### config.mk
export PLATFORM = sky130hd
export DESIGN_NAME = transmissor_stdout
export DESIGN_NICKNAME = d
export VERILOG_FILES = /design/src/rtl/transmissor_stdout.sv
export SDC_FILE = /design/constraint.sdc
export NUM_CORES = 1
export LEC_CHECK = 0
export CORE_ASPECT_RATIO = 1.1
export CORE_MARGIN = 1.5
export CORE_UTILIZATION = 40
export CTS_CLUSTER_DIAMETER = 60
export CTS_CLUSTER_SIZE = 40
export DETAILED_ROUTE_END_ITERATION = 6
export HOLD_SLACK_MARGIN = 0.02
export SYNTH_ARGS = -nofsm -noshare
export SYNTH_HDL_FRONTEND = slang
export SYNTH_SLANG_ARGS = --single-unit
### constraint.sdc
create_clock -name clk -period 6.1 [get_ports clk]
set_input_delay 0.61 -clock clk [delete_from_list [all_inputs] [get_ports clk]]
set_output_delay 0.61 -clock clk [all_outputs]
set_load 0.01 [all_outputs]
### src/rtl/transmissor_stdout.sv
// UART 8N1 transmitter for processor stdout.
// Each write strobe queues the low byte of the word in a small FIFO. An FSM then
// serialises the queued bytes, LSB first, sending frames back to back while data remains.
module transmissor_stdout #(
    parameter int unsigned CLKS_POR_BIT = 434,
    parameter int unsigned FIFO_PROF    = 4
) (
    input  logic        clk,
    input  logic        rst_n,
    input  logic [31:0] dado,
    input  logic        escreve,
    output logic        tx,
    output logic        ocupado,
    output logic        cheio,
    output logic [7:0]  perdidos
);

    localparam int unsigned PTR_W = $clog2(FIFO_PROF);
    localparam int unsigned CNT_W = $clog2(FIFO_PROF + 1);
    localparam logic [15:0] BAUD_ULT = 16'(CLKS_POR_BIT - 1);
    localparam logic [CNT_W-1:0] CNT_CHEIO = CNT_W'(FIFO_PROF);

    typedef enum logic [1:0] {StOcioso, StInicio, StDados, StParada} estado_e;

    estado_e          estado_q, estado_d;
    logic             tx_q, tx_d;
    logic [15:0]      baud_q, baud_d;
    logic [2:0]       bit_q, bit_d;
    logic [7:0]       shift_q, shift_d;
    logic [PTR_W-1:0] wr_ptr_q, wr_ptr_d;
    logic [PTR_W-1:0] rd_ptr_q, rd_ptr_d;
    logic [CNT_W-1:0] count_q, count_d;
    logic [7:0]       perdidos_q, perdidos_d;
    logic [7:0]       mem_q [FIFO_PROF];

    logic       pop;
    logic       push;
    logic       drop;
    logic       vazio;
    logic       cheio_w;
    logic       baud_fim;
    logic [2:0] bit_prox;
    logic [7:0] cabeca;
    logic       unused_dado;

    // Only the low byte is ever transmitted.
    assign unused_dado = ^dado[31:8];

    assign vazio    = (count_q == '0);
    assign cheio_w  = (count_q == CNT_CHEIO);
    assign baud_fim = (baud_q == BAUD_ULT);
    assign bit_prox = bit_q + 3'd1;
    assign cabeca   = mem_q[rd_ptr_q];

    // FIFO bookkeeping; a pop on the same edge frees the slot a full-FIFO push needs.
    always_comb begin
        push       = escreve && (!cheio_w || pop);
        drop       = escreve && cheio_w && !pop;
        wr_ptr_d   = push ? wr_ptr_q + PTR_W'(1) : wr_ptr_q;
        rd_ptr_d   = pop ? rd_ptr_q + PTR_W'(1) : rd_ptr_q;
        count_d    = count_q;
        if (push && !pop) begin
            count_d = count_q + CNT_W'(1);
        end else if (pop && !push) begin
            count_d = count_q - CNT_W'(1);
        end
        perdidos_d = perdidos_q;
        if (drop && (perdidos_q != 8'hFF)) begin
            perdidos_d = perdidos_q + 8'd1;
        end
    end

    // Frame sequencing; tx_d is the line level for the state being entered.
    always_comb begin
        estado_d = estado_q;
        tx_d     = tx_q;
        baud_d   = baud_q;
        bit_d    = bit_q;
        shift_d  = shift_q;
        pop      = 1'b0;
        case (estado_q)
            StOcioso: begin
                tx_d = 1'b1;
                if (!vazio) begin
                    pop      = 1'b1;
                    shift_d  = cabeca;
                    baud_d   = '0;
                    bit_d    = '0;
                    estado_d = StInicio;
                    tx_d     = 1'b0;
                end
            end
            StInicio: begin
                if (baud_fim) begin
                    baud_d   = '0;
                    bit_d    = '0;
                    estado_d = StDados;
                    tx_d     = shift_q[0];
                end else begin
                    baud_d = baud_q + 16'd1;
                end
            end
            StDados: begin
                if (baud_fim) begin
                    baud_d = '0;
                    if (bit_q == 3'd7) begin
                        estado_d = StParada;
                        tx_d     = 1'b1;
                    end else begin
                        bit_d = bit_prox;
                        tx_d  = shift_q[bit_prox];
                    end
                end else begin
                    baud_d = baud_q + 16'd1;
                end
            end
            StParada: begin
                if (baud_fim) begin
                    baud_d = '0;
                    if (!vazio) begin
                        pop      = 1'b1;
                        shift_d  = cabeca;
                        bit_d    = '0;
                        estado_d = StInicio;
                        tx_d     = 1'b0;
                    end else begin
                        estado_d = StOcioso;
                        tx_d     = 1'b1;
                    end
                end else begin
                    baud_d = baud_q + 16'd1;
                end
            end
            default: begin
                estado_d = StOcioso;
                tx_d     = 1'b1;
            end
        endcase
    end

    // State, counters and the registered line driver, all cleared asynchronously.
    always_ff @(posedge clk or negedge rst_n) begin
        if (!rst_n) begin
            estado_q   <= StOcioso;
            tx_q       <= 1'b1;
            baud_q     <= '0;
            bit_q      <= '0;
            shift_q    <= '0;
            wr_ptr_q   <= '0;
            rd_ptr_q   <= '0;
            count_q    <= '0;
            perdidos_q <= '0;
        end else begin
            estado_q   <= estado_d;
            tx_q       <= tx_d;
            baud_q     <= baud_d;
            bit_q      <= bit_d;
            shift_q    <= shift_d;
            wr_ptr_q   <= wr_ptr_d;
            rd_ptr_q   <= rd_ptr_d;
            count_q    <= count_d;
            perdidos_q <= perdidos_d;
        end
    end

    // Byte storage; contents are meaningless once pointers and count are reset.
    always_ff @(posedge clk) begin
        if (push) begin
            mem_q[wr_ptr_q] <= dado[7:0];
        end
    end

    assign tx       = tx_q;
    assign ocupado  = (estado_q != StOcioso) || !vazio;
    assign cheio    = cheio_w;
    assign perdidos = perdidos_q;

endmodule

== After elaboration in Yosys (flattened, before gate mapping) ==
Memory sizes are Yosys's and may differ from the RTL's.
Cells that the tools add are included.
Word-level totals
  bits in read-only memories: 0
  bits in latches: 0
  bits of input ports: 35
  register bits: 45
  output and inout port bits: 11
  bits in writable memories: 32
  memories: 1
  word-level logic and storage cells: 87
Cells by class
  $add $sub $neg: 7
  bitwise logic cells: 0
  shift operators: 0
  muxes and demuxes: 34
  equal/unequal tests: 13
  reduce and logical (&&, ||, !) cells: 22
  magnitude comparators: 1
  div/mod/pow operators: 0
  multipliers: 0
Memory list
  mem_q: depth 4, bits a word 8, read ports 1, clocked after Yosys merged registers in 0, wr ports 1, RTL line 34  | logic [7:0] mem_q [FIFO_PROF];
Operator list (number)
  2-to-1 mux 16 bit: 2
  case mux 16 bit (2 select lines): 1
  2-to-1 mux 3 bit: 7
  adder 16 x 1 -> 16 bit, second input constant: 1
  == test 16 x 9 -> 1 bit, second input constant: 1
  2-to-1 mux 8 bit: 2
  case mux 8 bit (2 select lines): 1
  != test 2 bit, second input constant: 6
  case mux 3 bit (4 select lines): 1
  2-to-1 mux 1 bit: 11
  2-to-1 mux 2 bit: 5
  adder 8 x 1 -> 8 bit, second input constant: 1
  != test 8 bit, second input constant: 1
  case mux 2 bit (4 select lines): 1
  adder 3 x 1 -> 3 bit, second input constant: 2
  == test 3 bit, second input constant: 2
  logical AND 1 bit: 6
  nonzero test 2 bit: 3
  AND reduction 5 bit: 1
  adder 2 x 1 -> 2 bit, second input constant: 2
  == test 2 bit, second input constant: 2
  zero test 1 bit: 4
  < comparator 3 x 4 -> 1 bit, second input constant: 1
  case mux 1 bit (4 select lines): 1
  11 further kinds: 12

== Longest topological paths before layout ==
Gate-level depths: netlist of run 1.
  word-level depth: 10
  gate-level depth with buffers: 13
  mapped depth without buffers: 11

== Worst setup path after synthesis of run 1 ==
No wires, ideal clock.
  path type: reg2reg
  start: register estado_q[0]
  end: register count_q[1]
  cell stages (with the launch flop): 10
  clock period less this slack: 2700 ps
  arrival: 2575 ps
  path buffers: 0
  setup time: 125 ps
  data required time: 5975 ps
  path slack: 3400 ps
  cell sequence: dfrtp_1 -> inv_1 -> ha_1 -> nand2b_1 -> nor2_1 -> a21oi_1 -> ha_1 -> inv_1 -> fa_1 -> mux2_2
On the way
  elaborated cells on any way between the ends: 11
  classes of those cells: eq/ne (1); mux (2); reduce/logical (8)
RTL lines
  start: declaration: RTL line 25  | estado_e estado_q, estado_d;
  start signal: assignment: RTL line 144  | estado_q <= StOcioso;
  start signal: assignment: RTL line 154  | estado_q <= estado_d;
  == test 2 bit or zero test 2 bit (tied branches): RTL line 81  | case (estado_q)
  case mux 1 bit (2 select lines) (*): RTL line 81
  logical OR 1 bit: RTL line 57  | push = escreve && (!cheio_w || pop);
  logical AND 1 bit: RTL line 57
  logical AND 1 bit (*): RTL line 62  | if (push && !pop) begin
  2-to-1 mux 3 bit (*): RTL line 62
  named net count_d[1]: RTL line 32  | logic [CNT_W-1:0] count_q, count_d;
  end signal: assignment: RTL line 161  | count_q <= count_d;
  end: declaration: RTL line 32
Mark *: on every way through the listed nets, which the timed path passes. The rest lies on a longest branch.
A chain may end at the register's enable or synchronous reset.

== Worst setup path after layout of run 1 ==
Same ends and word-level chain as after synthesis.

==> key figures, run 1 <==
Power
  – Psw: 0.000663 W
  – Reg power frac: 0.448
  – Switching part of the total: 0.363
  – Clock share of power: 0.191
  – PD cells: 423 mW/mm2
  – LEAKAGE: between 1.5 and 2 nW
  – Int Power: approximately 0.0012 W
  – Combinational fraction of design power: 0.362
  – Worst VDD drop: about 200 uV

CTS
  – CTS root buf: clkbuf_8
  – Post-CTS sizing: 0
  – Skew-Pair Late Insertion Delay: 0.35 ns
  – Post-CTS setup buffer count: 0
  – CTS Buf Count: 9
  – # clock sinks: 77
  – CTS tree: yes
  – Clock Path Buffers: 2
  – Reg clk slew, reported paths: 0.09 ns
  – Cts hold-fix bufs: 0
  – H-Tree Depth: 3

Place
  – Dpl ws: roughly 3.1 ns
  – # port buffers: 21
  – Routability cong.: around 0.73
  – Final HPWL DP: ~4800 um

Flow run
  – Max-Cap Viols: 0

Worst setup path
  – Worst Path Max Fanout: 9
  – WP data arrival: approximately 3.3 ns
  – FF-to-FF Start: estado_q[0]
  – CP required: 6.33 ns
  – Reg2reg path depth: 9
  – Worst Setup Start Kind: flop
  – Crit Path Class: reg2reg
  – Flop2flop setup slack: 3.02 ns
  – Worst r2r dst: count_q[1]
  – CP Capture Type: flop

Min path
  – Hold WC Path Type: in2async

STA
  – Max-slew violation count: 0
  – Setup violators final: 0
  – Skew final: 0.00761 ns
  – Post-route minimum period: between 3 and 4 ns
  – Setup ws final: 3.02 ns
  – RSZ-0062 raised after global routing: no
  – Final Cycle Share: 0.505
  – Worst Tran Pin Value: 1.02 ns
  – Fmax: ~320 MHz
  – Hold slack: roughly 0.44 ns
  – Max transition margin: 0.320
  – TNS Setup: 0 ns
  – Final hold viol count: 0

Logic synthesis
  – Fraction of registers with async set/reset: 0.584
  – Synthesized flop and latch total: 77
  – Distinct cell type count after synthesis: just under 60
  – Most common cell in the netlist: dfrtp_1
  – Register area share after synthesis: 0.547
  – Synth top area share: 0.289
  – Most used DFF post-synth: dfrtp_1
  – Post-synth EDFFs: 32
  – Synth Instances: 296
  – Synth warnings: 0
  – Cell taking the most area after synthesis: dfrtp_1
  – Synth cell count leaders: dfrtp_1, edfxtp_1, inv_1, ha_1, nand3_1
  – Top cells by area, synth: dfrtp_1, edfxtp_1, mux4_2
  – Cell area after synthesis: around 0.0038 mm2
  – Syn Nets: between 300 and 400
  – Syn_area_per_cell: 12.9 um2

Global routing
  – First-pass GRT wire length: 12100 um
  – Largest net degree at the start of global routing: 46
  – Gr usage total: 0.156
  – Grt ovf: 0
  – Vias in the first global route: 2497
  – Initial antenna violation count: 0

Drt
  – TritonRoute pass-1 iters: 4
  – Final ANT Viol Nets: 0
  – Total number of vias: 2456
  – Via density: about 5.5
  – Post-DR wirelength/cell: about 16 um
  – Drt total wl: 7010 um
  – Number of DRC markers in iteration 0: around 130
  – Remaining DRCs: 0

Layout
  – Layout Nets: 372
  – ANT cells: 0
  – Share of post-route cells with drive strength above 1: 0.132
  – Area Overhead vs Synth: 13.0%
  – Post-layout util: 0.463

Die
  – # IOs: 46
  – Chip width: 96.1 um
  – Starting Density: 0.410
  – Core area: roughly 0.0093 mm2
  – Die Ht: 105 um
  – Number of core rows: 37
  – Total die area: 0.0101 mm2

Status
  – Outcome: completed
## worst max-delay path by stage
stage	start	end	slack (ns)
after global routing	estado_q[0]	count_q[1]	2.91
after detailed placement	estado_q[0]	count_q[1]	3.08
after global placement	estado_q[0]	count_q[1]	3.10
final	estado_q[0]	count_q[1]	3.02
after floorplan	estado_q[0]	count_q[1]	3.40
after CTS	estado_q[0]	count_q[1]	3.04
## registers in the layout (all words and copies together) (netlist names)
name / count
rd_ptr_q: 2
count_q: 3
bit_q: 3
estado_q: 2
perdidos: 8
tx: 1
wr_ptr_q: 2
baud_q: 16
shift_q: 8
mem_q: 32
## per-layer routing
layer | GRT usage | up-vias | wire, um
li1 | - | 1184 | -
met1 | 0.202 | 1243 | 3270
met2 | 0.252 | 20 | 3500
met3 | 0.0325 | 9 | 135
met4 | 0.0630 | 0 | 102
met5 | 0 | - | 0
## final cells by class
cell class	count	area, um2
fill	839	4990
sequential	77	2090
multi-input combinational	191	1610
timing repair buffer	23	220
tap	117	146
clock buffer	10	128
inverter	19	71.3
clock inverter	6	47.5
## logic make-up after synthesis
family	count (synthesis)	synth area share
AO/OA/AOI/OAI	59	0.116
multiplexers	22	0.0944
flip-flops	77	0.547
XOR/XNOR	12	0.0275
buffers and inverters	28	0.0308
adder cells (fa/ha/maj)	16	0.0544
AND/OR/NAND/NOR	82	0.129
## critical path, cell delays in order, from the launching register on
cell	delay (ns)
dfrtp_1	0.39
inv_1	0.11
ha_1	0.41
nand2b_1	0.22
nor2_1	0.67
a21oi_1	0.16
ha_1	0.26
inv_1	0.07
fa_1	0.40
mux2_2	0.27
## through the flow
step	cells	instance area (um2)	total power [W]
after detailed placement	427	4140	0.00150
after floorplan	296	3820	0.00131
final	443	4310	0.00182
after CTS	443	4310	0.00186
after global placement	427	4140	0.00148
after global routing	443	4310	0.00196
## layout by cell type (no fill, tap or decap), types with 5 or more instances in the layout
cell and instances:
o21ai_0 9, a2111oi_2 5, a21oi_1 14, edfxtp_1 32, mux4_2 10, ha_1 15, and2_1 5, nand4_1 6
clkbuf_8 9, inv_1 17, clkdlybuf4s50_1 20, and4_1 6, dfrtp_1 44, mux2_1 11, nand3_1 15, or3_1 5
nor2_1 10, nand2_1 12, xor2_1 9
## power groups by stage
stage               clock network, W  logic [W]  registers, W
global placement                   0   0.000655      0.000826
floorplan                          0   0.000530      0.000777
CTS                         0.000360   0.000672      0.000822
detailed placement                 0   0.000669      0.000832
global route                0.000383   0.000738      0.000843
finish                      0.000348   0.000660      0.000816
Note: power is estimated with default switching activity, not from simulation.
==> inputs of run 2 (changes only) <==
==> constraint.sdc (replaced) <==
create_clock -name clk -period 2.6 [get_ports clk]
set_input_delay 0.26 -clock clk [delete_from_list [all_inputs] [get_ports clk]]
set_output_delay 0.26 -clock clk [all_outputs]
set_load 0.01 [all_outputs]
==> key figures, run 2 (synthesis gave the netlist of run 1 again) <==
CTS
  – CTS tree: yes
  – # clock sinks: 77 (unchanged)
  – CTS Buf Count: 9 (unchanged)
  – CTS root buf: clkbuf_8
  – H-Tree Depth: 3 (unchanged)
  – Clock Path Buffers: 2 (unchanged)
  – Reg clk slew, reported paths: 0.09 ns (about the same)
  – Skew-Pair Late Insertion Delay: 0.36 ns (about the same)

Die
  – Total die area: 0.0101 mm2 (unchanged)
  – Chip width: 96.1 um (unchanged)
  – Core area: 0.00931 mm2 (unchanged)
  – Starting Density: 0.410 (unchanged)
  – # IOs: 46 (unchanged)
  – Die Ht: 105 um (unchanged)
  – Number of core rows: 37 (unchanged)

Drt
  – Via density: 5.41 (-2.5%)
  – Drt total wl: 7140 um (+1.9%)
  – Post-DR wirelength/cell: 15.5 um (-2.1%)
  – Remaining DRCs: 0 (unchanged)
  – Number of DRC markers in iteration 0: 84 (-35%)
  – Final ANT Viol Nets: 0 (unchanged)
  – Total number of vias: 2493 (+1.5%)
  – TritonRoute pass-1 iters: 4 (unchanged)

Place
  – Routability cong.: 0.756 (+3.5%)
  – # port buffers: 21 (unchanged)
  – Post-DP Area: 0.00425 mm2 (+2.8%)
  – Final HPWL DP: 5020 um (+4.2%)

Worst setup path
  – Flop2flop setup slack: 0.17 ns (-2.85 ns)
  – Worst Path Max Fanout: 11 (+2)
  – CP cell instances: inv_1, ha_1, nor4b_2, buf_4, inv_2, clkdlybuf4s50_1
  – WP buf/inv: 4 (+2)
  – WP data arrival: 2.20 ns (-1.11 ns)
  – Worst path max stage delay: 0.48 ns (-0.19 ns)
  – Slowest cell on the critical path: clkdlybuf4s50_1
  – Worst Setup Start Kind: flop
  – Critical path's top delay family: buffers and inverters
  – Crit Path Class: reg2out
  – CP Capture Type: primary output
  – CP required: 2.34 ns (-3.99 ns)

Layout
  – Area Overhead vs Synth: 17.5%
  – Final instance area: 0.00448 mm2 (+4.0%)
  – Post-layout util: 0.482 (+0.0186)
  – Layout Nets: 390 (+4.8%)
  – Share of post-route cells with drive strength above 1: 0.195 (+0.0629)
  – ANT cells: 0 (unchanged)
  – Commonest non-fill, non-tap cell in the layout: dfrtp_1
  – Most frequent cells in the layout: dfrtp_1, edfxtp_1, clkdlybuf4s50_1, buf_4, inv_1
  – Fillers: 817 (-2.6%)
  – Top flop regs: mem_q x32, baud_q x16
  – Largest Register: mem_q
  – Max FFs per register: 32 (unchanged)

STA
  – Fmax: between 400 and 500 MHz
  – RSZ-0062 raised after global routing: no
  – Setup violators final: 0 (unchanged)
  – Max transition margin: 0.577 (+0.257)
  – Final Cycle Share: 0.945
  – Worst Tran Pin Value: 0.635 ns (-0.386 ns)
  – Final hold viol count: 0 (unchanged)
  – TNS Setup: 0 ns (unchanged)
  – Max-slew violation count: 0 (unchanged)
  – Post-route minimum period: 2.46 ns
  – Skew final: 0.0138 ns (+0.00622 ns)

Global routing
  – Grt ovf: 0 (unchanged)
  – Largest net degree at the start of global routing: 31 (-33%)
  – Initial antenna violation count: 0 (unchanged)
  – Vias in the first global route: 2540 (+1.7%)
  – Gr usage total: 0.161 (+0.00509)
  – First-pass GRT wire length: 12500 um (+2.7%)

Flow run
  – Max-Cap Viols: 0 (unchanged)

Status
  – Outcome: completed

Power
  – LEAKAGE: 1.74 nW (+6.2%)
  – PD cells: 1010 mW/mm2 (+140%)
  – Worst VDD drop: 446 uV (+120%)

Min path
  – Hold WC Path Type: in2async
==> run 2: area by class of cell <==
| type | count | area [um2] | area share |
|---|---|---|---|
| Clock inverter | 7 | 65.1 | 0.0145 |
| Tap cell | 117 | 146 | 0.0326 |
| Clock buffer | 9 | 124 | 0.0276 |
| Inverter | 19 | 71.3 | 0.0159 |
| Timing Repair Buffer | 41 | 358 | 0.0798 |
| Sequential cell | 77 | 2090 | 0.466 |
| Multi-Input combinational cell | 191 | 1630 | 0.364 |
==> run 2: where the power goes <==
| part | internal, W | switching [W] |
|---|---|---|
| Clock | 0.000372 | 0.000511 |
| Combinational | 0.000892 | 0.000837 |
| Sequential | 0.00160 | 0.000298 |
| Total | 0.00287 | 0.00165 |
==> run 2: final timing paths <==
check / start / endpoint / cells after the start
worst min register to register: shift_q[4] / shift_q[4] / 1
min in group clk: shift_q[4] / shift_q[4] / 1
worst max-delay path: estado_q[1] / ocupado / 6
max in group asynchronous: rst_n / tx / 3
worst min-delay path: rst_n / baud_q[9] / 2
worst max register to register: baud_q[9] / count_q[2] / 9
==> run 2: through the flow <==
| stage | hold WS, ns | instances | power, W | setup WS [ns] |
|---|---|---|---|---|
| after global placement | 0.200 | 442 | 0.00359 | 0.161 |
| after floorplan | -0.0356 | 296 | 0.00307 | 0.0387 |
| after CTS | 0.341 | 459 | 0.00453 | 0.125 |
| after detailed placement | 0.206 | 442 | 0.00363 | 0.153 |
| final | 0.343 | 461 | 0.00451 | 0.144 |
| after global routing | 0.399 | 461 | 0.00488 | 0.00579 |
==> run 2: routing by layer <==
layer	global-route usage	wire, um
met5	0	0
met4	0.0578	88
met2	0.250	3510
met3	0.0390	169
met1	0.217	3380
==> run 2: what timing repair did <==
action	4_1_cts	5_1_grt
endpoints found under the setup margin	0	1
hold buffers	1	0
gates resized for setup	0	5
buffers inserted	0	2
endpoints found under the hold margin	15	0
==> inputs of run 3 (changes only) <==
--- a/config.mk
+++ b/config.mk
@@ -15,3 +15,4 @@
 export SYNTH_ARGS = -nofsm -noshare
 export SYNTH_HDL_FRONTEND = slang
 export SYNTH_SLANG_ARGS = --single-unit
+export TNS_END_PERCENT = 5
==> results of run 3 <==
Same layout as run 2: the final DEF is identical, and so are final timing and power.
